$ cat src/rtl/clk_div_pkg.sv
// Shared types and constants for the runtime-programmable clock divider.
// Optional run/stop gating is enabled by defining CLK_DIV_GATE_EN.
package clk_div_pkg;

  typedef enum logic [1:0] {
    ST_RUN,
    ST_PEND,
    ST_STOP
  } state_e;

  localparam int MIN_DIV = 2;

endpackage

$ cat src/rtl/clk_div_core.sv
// Period counter with registered div_clk/div_tick. It also holds the active ratio.
// load_i restarts the period at 0 with ratio div_i, and hold_i parks the counter at 0 with both outputs low.
module clk_div_core #(
  parameter int CNT_W   = 8,
  parameter int DEF_DIV = 4
) (
  input  logic             clk,
  input  logic             reset,
  input  logic [CNT_W-1:0] div_i,
  input  logic             load_i,
  input  logic             hold_i,
  output logic [CNT_W-1:0] div_o,
  output logic             boundary_o,
  output logic             div_clk_o,
  output logic             div_tick_o
);

  logic [CNT_W-1:0] cnt_q, cnt_d;
  logic [CNT_W-1:0] div_q, div_d;
  logic             div_clk_q, div_clk_d;
  logic             tick_q, tick_d;

  assign boundary_o = (cnt_q == div_q - 1'b1);

  // Outputs are decoded from the next count, so a register holding k shows k's phase.
  // NOTE: every always_comb output gets a default first so no path can infer a latch.
  always_comb begin
    div_d     = load_i ? div_i : div_q;
    cnt_d     = cnt_q + 1'b1;
    if (hold_i || load_i || boundary_o) begin
      cnt_d = '0;
    end
    div_clk_d = !hold_i && (cnt_d < (div_d >> 1));
    tick_d    = !hold_i && (cnt_d == div_d - 1'b1);
  end

  // NOTE: sequential state uses non-blocking assignments only; blocking here would race.
  always_ff @(posedge clk or posedge reset) begin
    if (reset) begin
      cnt_q     <= '0;
      div_q     <= CNT_W'(DEF_DIV);
      div_clk_q <= 1'b0;
      tick_q    <= 1'b0;
    end else begin
      cnt_q     <= cnt_d;
      div_q     <= div_d;
      div_clk_q <= div_clk_d;
      tick_q    <= tick_d;
    end
  end

  assign div_o      = div_q;
  assign div_clk_o  = div_clk_q;
  assign div_tick_o = tick_q;

endmodule

$ cat src/rtl/clk_div_ctrl.sv
// Clock-divider controller: it accepts ratio changes over valid/ready and applies them only at a period boundary.
// Define CLK_DIV_GATE_EN to add the run input and the STOP state.
module clk_div_ctrl
  import clk_div_pkg::*;
#(
  parameter int CNT_W   = 8,
  parameter int DEF_DIV = 4
) (
  input  logic             clk,
  input  logic             reset,
  input  logic             cfg_valid,
  input  logic [CNT_W-1:0] cfg_div,
  output logic             cfg_ready,
  output logic             cfg_err,
  output logic             div_clk,
  output logic             div_tick,
  output logic             busy
`ifdef CLK_DIV_GATE_EN
  ,
  input  logic             run
`endif
);

  state_e           state_q;
  logic [CNT_W-1:0] pend_q;
  logic             cfg_ready_q, cfg_err_q, busy_q;

  logic             run_req, xfer, legal, accept, boundary;
  logic             core_load, core_hold;
  logic [CNT_W-1:0] core_div, active_div;

`ifdef CLK_DIV_GATE_EN
  assign run_req = run;
`else
  assign run_req = 1'b1;
`endif

  assign xfer   = cfg_valid && cfg_ready_q;
  assign legal  = (cfg_div >= CNT_W'(MIN_DIV));
  assign accept = xfer && legal;

  always_comb begin
    core_load = 1'b0;
    core_hold = 1'b0;
    core_div  = cfg_div;
    case (state_q)
      ST_RUN: begin
        if (boundary && !run_req) begin
          core_hold = 1'b1;
          core_load = accept;
        end
      end
      ST_PEND: begin
        if (boundary) begin
          core_load = 1'b1;
          core_div  = pend_q;
          core_hold = !run_req;
        end
      end
      ST_STOP: begin
        // Restart on run reloads the current ratio, so the first period begins at count 0.
        core_hold = !run_req;
        core_load = accept || run_req;
        if (!accept) begin
          core_div = active_div;
        end
      end
      default: ;
    endcase
  end

  always_ff @(posedge clk or posedge reset) begin
    if (reset) begin
      state_q     <= ST_RUN;
      pend_q      <= '0;
      cfg_ready_q <= 1'b0;
      cfg_err_q   <= 1'b0;
      busy_q      <= 1'b0;
    end else begin
      cfg_err_q <= xfer && !legal;
      case (state_q)
        ST_RUN: begin
          if (boundary && !run_req) begin
            state_q     <= ST_STOP;
            cfg_ready_q <= !accept;
          end else if (accept) begin
            pend_q      <= cfg_div;
            state_q     <= ST_PEND;
            cfg_ready_q <= 1'b0;
            busy_q      <= 1'b1;
          end else begin
            cfg_ready_q <= 1'b1;
          end
        end
        ST_PEND: begin
          if (boundary) begin
            state_q     <= run_req ? ST_RUN : ST_STOP;
            cfg_ready_q <= 1'b1;
            busy_q      <= 1'b0;
          end
        end
        ST_STOP: begin
          cfg_ready_q <= !accept;
          if (run_req) begin
            state_q <= ST_RUN;
          end
        end
        default: state_q <= ST_RUN;
      endcase
    end
  end

  clk_div_core #(
    .CNT_W  (CNT_W),
    .DEF_DIV(DEF_DIV)
  ) u_core (
    .clk       (clk),
    .reset     (reset),
    .div_i     (core_div),
    .load_i    (core_load),
    .hold_i    (core_hold),
    .div_o     (active_div),
    .boundary_o(boundary),
    .div_clk_o (div_clk),
    .div_tick_o(div_tick)
  );

  assign cfg_ready = cfg_ready_q;
  assign cfg_err   = cfg_err_q;
  assign busy      = busy_q;

endmodule
$ cat config.mk
export PLATFORM = sky130hd
export DESIGN_NAME = clk_div_ctrl
export DESIGN_NICKNAME = d
export VERILOG_FILES = /design/src/rtl/clk_div_pkg.sv /design/src/rtl/clk_div_core.sv /design/src/rtl/clk_div_ctrl.sv
export SDC_FILE = /design/constraint.sdc
export NUM_CORES = 1
export LEC_CHECK = 0
export BUFFER_PORTS_ARGS = -buffer_cell sky130_fd_sc_hd__buf_2
export CAP_MARGIN = 20
export CORE_MARGIN = 3
export CORE_UTILIZATION = 50
export DETAILED_ROUTE_END_ITERATION = 16
export PLACE_DENSITY = 0.68
export SLEW_MARGIN = 30
export SYNTH_ARGS = -nofsm -noshare
export SYNTH_HDL_FRONTEND = slang
export SYNTH_SLANG_ARGS = --single-unit
$ cat constraint.sdc
create_clock -name clk -period 6.6 [get_ports clk]
set_clock_uncertainty 0.2 [all_clocks]
set_input_delay 0.33 -clock clk [delete_from_list [all_inputs] [get_ports clk]]
set_output_delay 0.33 -clock clk [all_outputs]
set_load 0.01 [all_outputs]
== Yosys cells after proc, flatten, opt, wreduce, memory -nomap -nowiden ==
Cells that the tools add are included.
Widths: inputs -> output; s select.

* Divide/modulo/power cells: 0
* $mul: 0
* Multiplexer cells: 16
* Bitwise gates (word level): 0
* Reductions and logical operators: 13
* Shift-type cells: 0
* Equal/unequal tests: 6
* $add $sub $neg: 3
* Order comparisons: 2

{| class="wikitable"
|+ Operator list
! operator !! number
|-
| $mux 8 || 4
|-
| $eq 8x8->1 || 2
|-
| $pmux 8 s2 || 1
|-
| $sub 8x1->8 const B || 2
|-
| $add 8x1->8 const B || 1
|-
| $ge 8x2->1 const B || 1
|-
| $lt 8x7->1 || 1
|-
| $reduce_and 2->1 || 3
|-
| $mux 1 || 5
|-
| $mux 2 || 2
|-
| $pmux 1 s2 || 2
|-
| $pmux 2 s2 || 1
|-
| $logic_and 1x1->1 || 3
|-
| $pmux 1 s3 || 1
|-
| $reduce_and 3->1 || 1
|-
| $reduce_bool 3->1 || 1
|-
| $eq 2x1->1 const B || 1
|-
| $eq 2x2->1 const B || 1
|-
| $logic_not 1->1 || 2
|-
| $logic_not 2->1 || 1
|-
| $ne 2x1->1 const B || 1
|-
| $ne 2x2->1 const B || 1
|-
| $reduce_bool 2->1 || 1
|-
| $logic_or 1x1->1 || 1
|}

* Output and inout bits: 5
* ROM bits: 0
* Memories: 0
* Register bits after elaboration: 31
* RAM bits: 0
* Latch bits: 0

== Longest topological paths before layout ==
Gate-level depths: netlist (run 1).

* Word-level depth: 7
* Mapped depth: 15
* Depth with buffers taken out: 14

== Modules after synthesis ==
A second synthesis (run 1) with hierarchy kept.

* Cell total of the unflattened synthesis: 205
* Area, all modules: 2042.0 um^2

{| class="wikitable"
|+ Modules (own cells, without submodules)
! module !! area each (um^2) !! seq. area each (um^2) !! cells each !! instances
|-
| clk_div_core || 1495.2 || 451.7 || 165 || 1
|-
| clk_div_ctrl || 546.8 || 275.3 || 40 || 1
|}

== Least setup slack after synthesis (run 1) ==
Ideal clock, no wire load.

* Path kind: register to register
* From: register u_core.div_q[0] (netlist: u_core.div_o[0])
* To: register u_core.div_clk_q (netlist: u_core.div_clk_o)
* Data required time: 6.275 ns
* Data arrival time: 3.227 ns
* Cell stages (with the launch flop): 15
* Path slack: 3.047 ns
* Period minus slack after synthesis: 3.553 ns
* Cells stage by stage: dfrtp_1 inv_1 ha_1 nor3b_2 nand2_1 or2_1 a2111o_1 nor2_4 buf_2 mux2i_1 ha_1 a21o_1 a21oi_1 a21oi_1 a2111oi_0

* Longest elaborated chain between the ends: 7
* Elaborated cells between the ends (all ways): 10
* Classes of those cells: 1 x add/sub; 1 x order compare; 1 x eq/ne; 6 x mux; 1 x reduce/logical

{| class="wikitable"
|+ Ends and longest elaborated chain
! item !! RTL line !! RTL
|-
| start, declared || clk_div_core.sv:19 || <nowiki>logic [CNT_W-1:0] div_q, div_d;</nowiki>
|-
| start signal, assigned || clk_div_core.sv:41 || <nowiki>div_q <= CNT_W'(DEF_DIV);</nowiki>
|-
| start signal, assigned || clk_div_core.sv:46 || <nowiki>div_q <= div_d;</nowiki>
|-
| $sub 8x1->8 (*) || clk_div_core.sv:23 || <nowiki>assign boundary_o = (cnt_q == div_q - 1'b1);</nowiki>
|-
| $eq 8x8->1 (*) || clk_div_core.sv:23 ||
|-
| $mux 1 || clk_div_ctrl.sv:54 || <nowiki>if (boundary) begin</nowiki>
|-
| $pmux 1 s2 || clk_div_ctrl.sv:46 || <nowiki>case (state_q)</nowiki>
|-
| $logic_or 1x1->1 || clk_div_core.sv:30 || <nowiki>if (hold_i || load_i || boundary_o) begin</nowiki>
|-
| $mux 8 || clk_div_core.sv:30 ||
|-
| $lt 8x7->1 (*) || clk_div_core.sv:33 || <nowiki>div_clk_d = !hold_i && (cnt_d < (div_d >> 1));</nowiki>
|-
| via u_core.div_clk_d || clk_div_core.sv:20 || <nowiki>logic div_clk_q, div_clk_d;</nowiki>
|-
| end signal, assigned || clk_div_core.sv:47 || <nowiki>div_clk_q <= div_clk_d;</nowiki>
|-
| end, declared || clk_div_core.sv:20 ||
|}

Mark *: on every way through the listed nets, which the timed path passes. The rest lies on a longest branch.
A chain may end at the register's enable or synchronous reset.

== Worst setup path in the final report (run 1) ==
Same ends and word-level chain as after synthesis.

==> results of run 1 <==
worst max-delay path: stages, from the launching register on:
cell                        delay [ns]
sky130_fd_sc_hd__dfrtp_1          0.44
sky130_fd_sc_hd__inv_1            0.10
sky130_fd_sc_hd__ha_1             0.18
sky130_fd_sc_hd__nor3b_2          0.20
sky130_fd_sc_hd__nand2_1          0.06
sky130_fd_sc_hd__or2_1            0.26
sky130_fd_sc_hd__a2111o_1         0.53
sky130_fd_sc_hd__nor2_4           0.39
sky130_fd_sc_hd__mux2i_1          0.31
sky130_fd_sc_hd__ha_1             0.28
sky130_fd_sc_hd__a21o_1           0.18
sky130_fd_sc_hd__a21oi_1          0.14
sky130_fd_sc_hd__a21oi_1          0.08
sky130_fd_sc_hd__a2111oi_0        0.37
cells in the final DEF (no fill, tap or decap), types with 4 or more instances in the layout:
cell type	synthesis	routed
sky130_fd_sc_hd__a21oi_1	12	12
sky130_fd_sc_hd__buf_2	3	15
sky130_fd_sc_hd__clkbuf_8	0	6
sky130_fd_sc_hd__dfrtp_1	28	28
sky130_fd_sc_hd__ha_1	9	9
sky130_fd_sc_hd__inv_1	16	15
sky130_fd_sc_hd__mux2_2	9	9
sky130_fd_sc_hd__mux2i_1	8	8
sky130_fd_sc_hd__nand2_1	12	12
sky130_fd_sc_hd__nand3_1	9	9
sky130_fd_sc_hd__nor2_1	16	16
sky130_fd_sc_hd__nor3_1	6	6
sky130_fd_sc_hd__o211ai_1	4	4
sky130_fd_sc_hd__o21ai_0	6	6
sky130_fd_sc_hd__xnor2_1	8	8
sky130_fd_sc_hd__xor2_1	12	12
per-layer routing:
metal,vias up,GRT usage,routed length (microns)
li1,834,-,-
met1,815,0.286,2160
met2,64,0.323,2270
met3,13,0.0682,406
met4,0,0.104,139
met5,-,0,0
logic make-up (layout without fill, tap and decap cells):
group           after synthesis  after routing
compound gates               47             47
xor+xnor                     20             20
fa+ha+maj                     9              9
buf+inv                      24             41
flops                        29             29
mux                          18             18
simple gates                 73             73
per-stage QoR:
stage / std cells / area, sq um / total power, mW / hold slack, ns / worst slack (ns)
after global placement: 276 / 2200 / 0.317 / 0.352 / 2.89
after global routing: 285 / 2330 / 0.536 / 0.0681 / 2.40
after floorplan: 220 / 2100 / 0.290 / 0.207 / 3.05
final: 285 / 2330 / 0.509 / 0.0730 / 2.77
after CTS: 285 / 2330 / 0.514 / 0.0700 / 2.75
after detailed placement: 276 / 2200 / 0.317 / 0.248 / 2.76
how the worst max path moves through the flow:
stage                                from          endpoint  slack, ns
final                     u_core.div_o[0]  u_core.div_clk_o       2.77
after global routing      u_core.div_o[0]  u_core.div_clk_o       2.40
after CTS                 u_core.div_o[0]  u_core.div_clk_o       2.75
after detailed placement  u_core.div_o[0]  u_core.div_clk_o       2.76
after global placement    u_core.div_o[1]  u_core.div_clk_o       2.89
after floorplan           u_core.div_o[0]  u_core.div_clk_o       3.05
flip-flops by register name (all words and copies together), names as in the netlist:
register and count:
u_core.div_tick_o 1, u_core.cnt_q 8, busy 1, cfg_err 1
cfg_ready 1, u_core.div_o 8, u_core.div_clk_o 1, pend_q 8
report_power, final:
group	leakage, nW	switching [mW]	internal [mW]
sequential	0.363	0.0388	0.207
combinational	0.680	0.0287	0.0411
clock	0.0585	0.0713	0.123
layout make-up:
| class | count | area, sq um |
|---|---|---|
| Clock inverter | 1 | 30.0 |
| Tap cell | 48 | 60.1 |
| Inverter | 16 | 60.1 |
| Multi-Input combinational cell | 167 | 1270 |
| Sequential cell | 29 | 727 |
| Clock buffer | 7 | 86.3 |
| Fill cell | 359 | 1530 |
| Timing Repair Buffer | 17 | 92.6 |
timing repair:
action	4_1_cts	5_1_grt
hold endpoints to repair	28	0
hold buffers	1	0
setup buffers	0	0
==> out/summary.md, run 1 <==
STA
• final hold violations: 0
• Slew @ Worst Pin: 0.789 ns
• Tmin final: 3.83 ns
• Fmax: 261 MHz
• RSZ-0062 raised after global routing: false
• setup-violating endpoint count in the final report: 0
• ratio of final minimum period to clock period: 0.581
• total negative slack for setup checks: 0 ns
• Max-slew headroom: 0.473
• number of pins with negative max-slew slack in the final report: 0

CTS
• Clock Latency Late Sink: 0.29 ns
• largest buffer count on any clock path: 2
• cts bufs inserted: 5
• Root Buffer: sky130_fd_sc_hd__clkbuf_8
• total number of H-tree levels: 2
• CTS tree: done
• Clk pin slew, worst setup/hold paths: 0.07 ns
• number of clock sinks: 29
• number of gates given a new drive strength after cts: 0

Placement
• count of input and output buffers: 15
• RePlAce Congestion: 0.902
• half-perimeter wire length of the detailed placement result: 3790 microns

Logic synthesis
• top-count cell post-synth: sky130_fd_sc_hd__dfrtp_1
• Synth Area in Compound Gates: 0.178
• synthesis-stage register bit count: 29
• dominant combinational cell family by area after synthesis: simple AND/OR/NAND/NOR gates
• top area cells in the synthesized netlist: sky130_fd_sc_hd__dfrtp_1 33%, sky130_fd_sc_hd__ha_1 5.4%, sky130_fd_sc_hd__xor2_1 5.0%
• most common library cells after synthesis: 28 x sky130_fd_sc_hd__dfrtp_1, 16 x sky130_fd_sc_hd__inv_1, 16 x sky130_fd_sc_hd__nor2_1
• register area share after synthesis: 0.346
• yosys warns: 0
• proportion of synthesized area in mux cells: 0.0930
• count of distinct cell types in the synthesized netlist: 57
• ys flop type: sky130_fd_sc_hd__dfrtp_1
• Adder-Cell Fraction of Synth Area: 0.0537
• count of flip-flops with a built-in enable after synthesis: 0
• share of the synthesized netlist area taken by xor and xnor gates: 0.0835
• net count after synthesis: 240
• cell type contributing the most total cell area after synthesis: sky130_fd_sc_hd__dfrtp_1
• synthesized area per cell: 9.54 sq um
• number of instances in the synthesized netlist: 220
• total standard cell area after synthesis: 2100 sq um
• Synth Area in Simple Gates: 0.197
• proportion of register bits with asynchronous set or reset after synthesis: 1.00
• area fraction of the dominant cell type after synthesis: 0.334

Detailed routing
• DR WL/cell: 17.5 microns
• count of routing violations after the opening detailed-route iteration: 118
• # DRC: 0
• Antenna Nets Post-Route: 0
• TritonRoute pass-1 iters: 4
• Detailed Route WL: 4980 microns
• via count: 1726
• number of vias per cell after detailed routing: 6.06

Setup path
• Req. time, crit path: 6.57 ns
• critical path class: reg -> reg
• Data arrival, critical path: 3.80 ns
• register-to-register path setup slack: 2.77 ns
• Critical Path Sink Type: flop
• Reg2Reg Depth: 13
• maximum fanout along the worst path: 15
• capture instance of the worst register-to-register path: u_core.div_clk_o
• launch instance of the worst register-to-register path: u_core.div_o[0]
• startpoint type of the worst setup path: flop

Hold path
• cell depth of the worst min-delay path: 2
• path type of the worst min-delay path: in -> reg
• worst-case hold path end point: pend_q[0]
• Min-Delay Startpoint: cfg_div[0]

Die
• # IOs: 16
• Die ar.: 5010 sq um
• Die Ht: 70.8 microns
• Starting Density: 0.544
• DIE WIDTH: 70.8 microns
• number of cell rows: 22
• Core Box Area: 3850 sq um

Pwr
• static leakage: 1.10 nW
• power density over cell area: 219 nW/um^2
• Worst IR Drop VDD: 0.193 mV

GRT
• pin count of the biggest net entering global routing: 30
• overall fraction of global-route tracks in use: 0.217
• first-pass GRT wire length: 8360 microns
• initial antenna violation count: 0
• GRT overflow: 0
• vias in the first global route: 1635

Finish
• share of cells above drive strength 1: 0.224
• diode count: 0
• number of nets at the end of the flow: 256
• synthesis-to-finish area growth: 10.9%
• final core utilization: 0.604

Job
• Maximum Capacitance Violations: 0

Status
• run status: complete, no violations

(Power assumes the default switching activity.)
==> run 2: changes to the inputs <==
==> constraint.sdc (replaced) <==
create_clock -name clk -period 3.7 [get_ports clk]
set_clock_uncertainty 0.2 [all_clocks]
set_input_delay 0.185 -clock clk [delete_from_list [all_inputs] [get_ports clk]]
set_output_delay 0.185 -clock clk [all_outputs]
set_load 0.01 [all_outputs]
==> run 2 against run 1 <==
  * Clock power grew 32%
  * Total power rose by 65%
  * Utilization grew 5.4 points
  * Flip-flop and latch count unchanged
  * Worst setup slack worse by 2.6 ns
  * Worst hold slack gained 0.22 ns
  * Largest cell class unchanged
  * Sequential share of layout area decreased by 2.6 points
  * Sequential power up 79%
  * Critical path depth did not move
  * Design area up 8.9%
  * Non-clock buffer count rose by 26
==> out/summary.md, run 2 (synthesis gave the netlist of run 1 again) <==
Status
• run status: complete, no violations

GRT
• GRT overflow: 0, unchanged
• first-pass GRT wire length: 8960 microns, +7.2%
• vias in the first global route: 1830, +12%
• pin count of the biggest net entering global routing: 30, unchanged
• initial antenna violation count: 0, unchanged
• overall fraction of global-route tracks in use: 0.231, +0.0134

STA
• Tmin final: 3.55 ns, -0.280 ns
• setup-violating endpoint count in the final report: 0, unchanged
• ratio of final minimum period to clock period: 0.960, +0.380
• Fmax: 281 MHz, +7.9%
• total negative slack for setup checks: 0 ns, unchanged
• number of pins with negative max-slew slack in the final report: 0, unchanged
• final hold violations: 0, unchanged
• final setup slack of the worst path: 0.146 ns, -2.62 ns
• Slew @ Worst Pin: 0.527 ns, -0.262 ns
• Max-slew headroom: 0.649, +0.176

Setup path
• maximum fanout along the worst path: 6, -9
• library cell contributing the largest single delay on the critical path: sky130_fd_sc_hd__dfrtp_1
• Reg2Reg Depth: 13, unchanged
• register-to-register path setup slack: 0.15 ns, -2.62 ns
• launch instance of the worst register-to-register path: u_core.div_o[0]
• Req. time, crit path: 3.67 ns, -2.90 ns
• startpoint type of the worst setup path: flop
• Critical Path Sink Type: flop
• capture instance of the worst register-to-register path: u_core.div_clk_o
• critical path class: reg -> reg
• cell-by-cell listing of the critical path: inv_1, ha_1, nor3b_2, nand2_1, or2_1, a2111o_1, nor2_4, mux2i_2, ha_1, a21o_1, a21oi_1, a21oi_1, a2111oi_2
• buffers plus inverters on the worst setup path: 1, unchanged
• CP max stage delay: 0.44 ns, -0.09 ns
• cell family with the largest share of critical-path delay: compound AO/OA/AOI/OAI gates
• Data arrival, critical path: 3.53 ns, -0.27 ns

Placement
• half-perimeter wire length of the detailed placement result: 3980 microns, +4.9%
• RePlAce Congestion: 0.917, +1.7%
• count of input and output buffers: 15, unchanged
• pre-CTS WS: 0.102 ns, -2.66 ns

Pwr
• switching power as a share of total power: 0.307, +0.0348
• share of total power in the clock network: 0.305, -0.076
• power density over cell area: 332 nW/um^2, +51%
• net switching power of the design: 0.258 mW, +86%
• Flop pwr share: 0.520, +0.038
• static leakage: 1.22 nW, +11%
• total internal power: 0.582 mW, +57%
• Worst IR Drop VDD: 0.365 mV, +89%
• combinational fraction of design power: 0.174, +0.037

Finish
• leading cell types in the layout, fill and taps excluded: 28 x sky130_fd_sc_hd__dfrtp_1, 18 x sky130_fd_sc_hd__buf_4, 16 x sky130_fd_sc_hd__inv_1, 16 x sky130_fd_sc_hd__nor2_1, 15 x sky130_fd_sc_hd__buf_2
• most common cell after layout, fill and taps aside: sky130_fd_sc_hd__dfrtp_1
• share of cells above drive strength 1: 0.285, +0.0615
• fill cell instance count of the final layout: 327, -8.9%
• synthesis-to-finish area growth: 20.8%
• number of nets at the end of the flow: 282, +10%
• diode count: 0, unchanged

CTS
• largest buffer count on any clock path: 2, unchanged
• CTS tree: done
• Clock Latency Late Sink: 0.29 ns, about the same
• cts bufs inserted: 5, unchanged
• Clk pin slew, worst setup/hold paths: 0.07 ns, about the same
• number of clock sinks: 29, unchanged
• Root Buffer: sky130_fd_sc_hd__clkbuf_8
• total number of H-tree levels: 2, unchanged

Die
• Core Box Area: 3850 sq um, unchanged
• Die ar.: 5010 sq um, unchanged
• number of cell rows: 22, unchanged
• # IOs: 16, unchanged
• DIE WIDTH: 70.8 microns, unchanged
• Die Ht: 70.8 microns, unchanged
• Starting Density: 0.544, unchanged

Detailed routing
• count of routing violations after the opening detailed-route iteration: 159, +35%
• DR WL/cell: 17.5 microns, +0.16%
• # DRC: 0, unchanged
• number of vias per cell after detailed routing: 5.97, -1.4%
• Antenna Nets Post-Route: 0, unchanged
• Detailed Route WL: 5440 microns, +9.3%
• via count: 1858, +7.6%
• TritonRoute pass-1 iters: 4, unchanged

Job
• Maximum Capacitance Violations: 0, unchanged

Hold path
• path type of the worst min-delay path: in -> async

==> run 2: cell types whose count changed in the layout (fill, tap and decap cells not counted), sizes merged <==
cell         previous run  this run
bufinv                  1         0
buf                    16        33
clkbuf                  7         6
dlygate4sd3             1        10
clkinv                  0         2
==> run 2: worst max-delay path by stage <==
stage | from | to | slack, ns | cells past startpoint
after global placement | u_core.div_o[0] | u_core.div_clk_o | 0.18 | 14
after CTS | u_core.div_o[0] | u_core.div_clk_o | 0.09 | 13
after detailed placement | u_core.div_o[0] | u_core.div_clk_o | 0.10 | 14
final | u_core.div_o[0] | u_core.div_clk_o | 0.15 | 13
after floorplan | u_core.div_o[0] | u_core.div_clk_o | 0.15 | 14
after global routing | u_core.div_o[0] | u_core.div_clk_o | -0.03 | 13
==> run 2: routing by layer <==
| metal | track usage | share of wire | routed length [microns] | up-vias |
|---|---|---|---|---|
| met2 | 0.359 | 0.47 | 2550 | 71 |
| met1 | 0.315 | 0.45 | 2460 | 892 |
| met5 | 0 | 0 | 0 | - |
| met4 | 0.0960 | 0.024 | 133 | 0 |
| li1 | - | - | - | 882 |
| met3 | 0.0426 | 0.054 | 295 | 13 |
==> run 2: worst reg2reg max path, delay by kind of cell, from the launching register on <==
family          cells  cell delay (ns)
compound gates      5             1.24
fa+ha+maj           2             0.47
buf+inv             1             0.10
flops               1             0.44
mux                 1             0.28
simple gates        4             0.72
==> run 2: repair_timing <==
| action | 4_1_cts | 5_1_grt |
|---|---|---|
| setup buffers | 0 | 2 |
| hold endpoints to repair | 37 | 0 |
| hold buffers | 10 | 0 |
| setup endpoints to repair | 0 | 2 |
| gates resized for setup | 0 | 7 |
==> run 2: area by class of cell <==
class	instances	area [sq um]	area share
multi-input cells	167	1290	0.511
repair buffers	43	310	0.122
clock inverters	2	10.0	0.00395
well taps	48	60.1	0.0237
inverters	16	60.1	0.0237
clock buffers	6	72.6	0.0286
flip-flops and latches	29	727	0.287
==> run 2: power by group through the flow <==
stage,logic [mW],registers (mW),clock network [mW]
after floorplan,0.102,0.416,0
after global placement,0.136,0.434,0
after detailed placement,0.137,0.434,0
after CTS,0.146,0.429,0.261
after global routing,0.166,0.444,0.274
final,0.146,0.438,0.257
==> run 2: stage by stage <==
stage | cell area [sq um] | utilization | hold WS [ns] | instances | total power [mW]
after floorplan | 2100 | - | 0.0624 | 220 | 0.518
after global placement | 2310 | 0.600 | 0.0730 | 291 | 0.570
after detailed placement | 2310 | 0.600 | 0.0766 | 291 | 0.571
after CTS | 2490 | 0.647 | 0.320 | 309 | 0.836
after global routing | 2530 | 0.658 | 0.356 | 311 | 0.884
final | 2530 | 0.658 | 0.297 | 311 | 0.841
==> run 3: changes to the inputs <==
--- a/config.mk
+++ b/config.mk
@@ -5,12 +5,11 @@
 export SDC_FILE = /design/constraint.sdc
 export NUM_CORES = 1
 export LEC_CHECK = 0
-export BUFFER_PORTS_ARGS = -buffer_cell sky130_fd_sc_hd__buf_2
 export CAP_MARGIN = 20
 export CORE_MARGIN = 3
 export CORE_UTILIZATION = 50
 export DETAILED_ROUTE_END_ITERATION = 16
-export PLACE_DENSITY = 0.68
+export DONT_BUFFER_PORTS = 1
 export SLEW_MARGIN = 30
 export SYNTH_ARGS = -nofsm -noshare
 export SYNTH_HDL_FRONTEND = slang
==> run 3 against run 2 <==
  * Utilization is 1.3 points lower
  * Total power increased by 3.0%
  * Final cell count decreased by 5.8%
  * Via count decreased by 5.1%
  * Sequential power about the same
  * First-iteration DRC count shrank 6.9%
  * Clock power grew 14%
  * Worst hold slack worse by 0.24 ns
  * Non-clock buffer count fell by 18
  * Combinational power fell by 9%
  * Critical path type unchanged
  * Flip-flop and latch count unchanged
  * Maximum frequency decreased by 0.33%
  * Highest routed layer unchanged
==> out/summary.md, run 3 (synthesis gave the netlist of run 1 again) <==
Die
• number of cell rows: 22, unchanged
• Die ar.: 5010 sq um, unchanged
• Starting Density: 0.544, unchanged
• DIE WIDTH: 70.8 microns, unchanged
• # IOs: 16, unchanged
• Core Box Area: 3850 sq um, unchanged
• Die Ht: 70.8 microns, unchanged

STA
• final hold violations: 0, unchanged
• setup-violating endpoint count in the final report: 0, unchanged
• Slew @ Worst Pin: 0.677 ns, +0.150 ns
• ratio of final minimum period to clock period: 0.964, +0.00315
• Fmax: 280 MHz, -0.33%
• Tmin final: 3.57 ns, +0.0117 ns
• final setup slack of the worst path: 0.135 ns, -0.0117 ns
• number of pins with negative max-slew slack in the final report: 0, unchanged
• Max-slew headroom: 0.546, -0.102

Setup path
• Req. time, crit path: 3.67 ns, about the same
• cell-by-cell listing of the critical path: inv_1, ha_1, nor3b_4, nand2_1, or2_1, a2111oi_0, buf_4, nand3_1, o21a_1, ha_1, nand3_1, a21oi_1, a2111oi_2
• Reg2Reg Depth: 13, unchanged
• startpoint type of the worst setup path: flop
• capture instance of the worst register-to-register path: u_core.div_clk_o
• CP max stage delay: 0.63 ns, +0.19 ns
• Critical Path Sink Type: flop
• library cell contributing the largest single delay on the critical path: sky130_fd_sc_hd__a2111oi_0
• maximum fanout along the worst path: 6, unchanged
• register-to-register path setup slack: 0.13 ns, about the same
• critical path class: reg -> reg
• launch instance of the worst register-to-register path: u_core.div_o[0]
• Data arrival, critical path: 3.54 ns, about the same

CTS
• total number of H-tree levels: 2, unchanged
• CTS tree: done
• Root Buffer: sky130_fd_sc_hd__clkbuf_8
• Clk pin slew, worst setup/hold paths: 0.06 ns, about the same
• cts bufs inserted: 5, unchanged
• largest buffer count on any clock path: 2, unchanged
• number of clock sinks: 29, unchanged
• Clock Latency Late Sink: 0.29 ns, about the same

Detailed routing
• Detailed Route WL: 5630 microns, +3.6%
• DR WL/cell: 19.2 microns, +9.9%
• detailed-routed wire length on met3: 281 microns, -4.7%
• top sig layer: met4
• number of vias per cell after detailed routing: 6.02, +0.77%
• # DRC: 0, unchanged
• detailed-routed wire length on met2: 2730 microns, +7.1%
• via count: 1764, -5.1%
• count of routing violations after the opening detailed-route iteration: 148, -6.9%
• met1 wire length: 2550 microns, +3.4%
• Antenna Nets Post-Route: 0, unchanged
• TritonRoute pass-1 iters: 5, +1

Finish
• fill cell instance count of the final layout: 326, -0.31%
• post-route cell area: 2480 sq um, -2.0%
• diode count: 0, unchanged
• leading cell types in the layout, fill and taps excluded: 27 x sky130_fd_sc_hd__dfrtp_1, 16 x sky130_fd_sc_hd__nor2_1, 15 x sky130_fd_sc_hd__inv_1
• synthesis-to-finish area growth: 18.4%
• share of cells above drive strength 1: 0.241, -0.0444
• number of nets at the end of the flow: 264, -6.4%
• final core utilization: 0.645, -0.0130
• most common cell after layout, fill and taps aside: sky130_fd_sc_hd__dfrtp_1

Pwr
• power density over cell area: 349 nW/um^2, +5.1%
• Worst IR Drop VDD: 0.321 mV, -12%
• Flop pwr share: 0.507, -0.013
• total internal power: 0.610 mW, +4.8%
• post-layout total power: 0.866 mW, +3.0%
• net switching power of the design: 0.256 mW, -1.0%
• switching power as a share of total power: 0.295, -0.0120
• static leakage: 1.16 nW, -5.0%
• share of total power in the clock network: 0.339, +0.034
• combinational fraction of design power: 0.153, -0.021

Hold path
• worst-case hold path end point: cfg_ready
• path type of the worst min-delay path: in -> reg
• cell depth of the worst min-delay path: 3
• Min-Delay Startpoint: cfg_valid

Status
• run status: complete, no violations

Placement
• RePlAce Congestion: 0.868, -5.4%
• count of input and output buffers: 0, -15
• half-perimeter wire length of the detailed placement result: 4170 microns, +4.8%
• pre-CTS WS: -0.0618 ns, -0.164 ns
• placed instance area: 2200 sq um, -4.7%

GRT
• overall fraction of global-route tracks in use: 0.237, +0.00683
• vias in the first global route: 1786, -2.4%
• GRT overflow: 0, unchanged
• first-pass GRT wire length: 9070 microns, +1.1%
• initial antenna violation count: 0, unchanged
• pin count of the biggest net entering global routing: 30, unchanged

Job
• Maximum Capacitance Violations: 0, unchanged

run 3: critical path: cells and delay by family (launching register included):
family          cells  cell delay, ns
flops               1            0.45
fa+ha+maj           2            0.50
buf+inv             2            0.32
simple gates        5            0.78
compound gates      4            1.18
run 3: final cells by class:
| cell class | count | area (sq um) | area share |
|---|---|---|---|
| multi-input cells | 167 | 1320 | 0.529 |
| flip-flops and latches | 29 | 732 | 0.295 |
| repair buffers | 25 | 216 | 0.0871 |
| clock buffers | 7 | 96.3 | 0.0388 |
| inverters | 16 | 60.1 | 0.0242 |
| well taps | 48 | 60.1 | 0.0242 |
| clock inverters | 1 | 5.00 | 0.00201 |
run 3: what timing repair did:
item	in CTS	in global routing
hold endpoints to repair	37	0
endpoints found under the setup margin	1	2
setup buffers	0	4
gates resized for setup	4	8
hold buffers	10	0
pin swaps	0	5
run 3: stage by stage:
stage / std cells / setup TNS, ns / hold WS (ns)
6_report: 293 / 0 / 0.0523
2_1_floorplan: 220 / 0 / 0.0624
3_5_place_dp: 271 / -0.0618 / -0.0209
3_3_place_gp: 271 / 0 / 0.138
4_1_cts: 289 / 0 / 0.0480
5_1_grt: 293 / -0.00812 / 0.100
run 3: per-layer routing:
layer / vias to the layer above / global-route usage
met2: 57 / 0.377
met4: 0 / 0.0981
met3: 8 / 0.0526
li1: 839 / -
met1: 860 / 0.313
met5: - / 0
run 3: power groups by stage:
stage | clock, mW | combinational (mW) | sequential, mW
final | 0.294 | 0.133 | 0.439
after floorplan | 0 | 0.102 | 0.416
after CTS | 0.299 | 0.134 | 0.435
after global routing | 0.316 | 0.149 | 0.447
after detailed placement | 0 | 0.124 | 0.439
after global placement | 0 | 0.119 | 0.439
run 3: how the worst max path moves through the flow:
| stage | slack (ns) | startpoint | end | cells after the start |
|---|---|---|---|---|
| after floorplan | 0.15 | u_core.div_o[0] | u_core.div_clk_o | 14 |
| after global placement | 0.02 | u_core.div_o[0] | u_core.div_clk_o | 11 |
| after detailed placement | -0.06 | u_core.div_o[0] | u_core.div_clk_o | 11 |
| after CTS | 0.005 | u_core.div_o[0] | u_core.div_clk_o | 11 |
| after global routing | -0.008 | u_core.div_o[3] | u_core.div_clk_o | 11 |
| final | 0.13 | u_core.div_o[0] | u_core.div_clk_o | 13 |
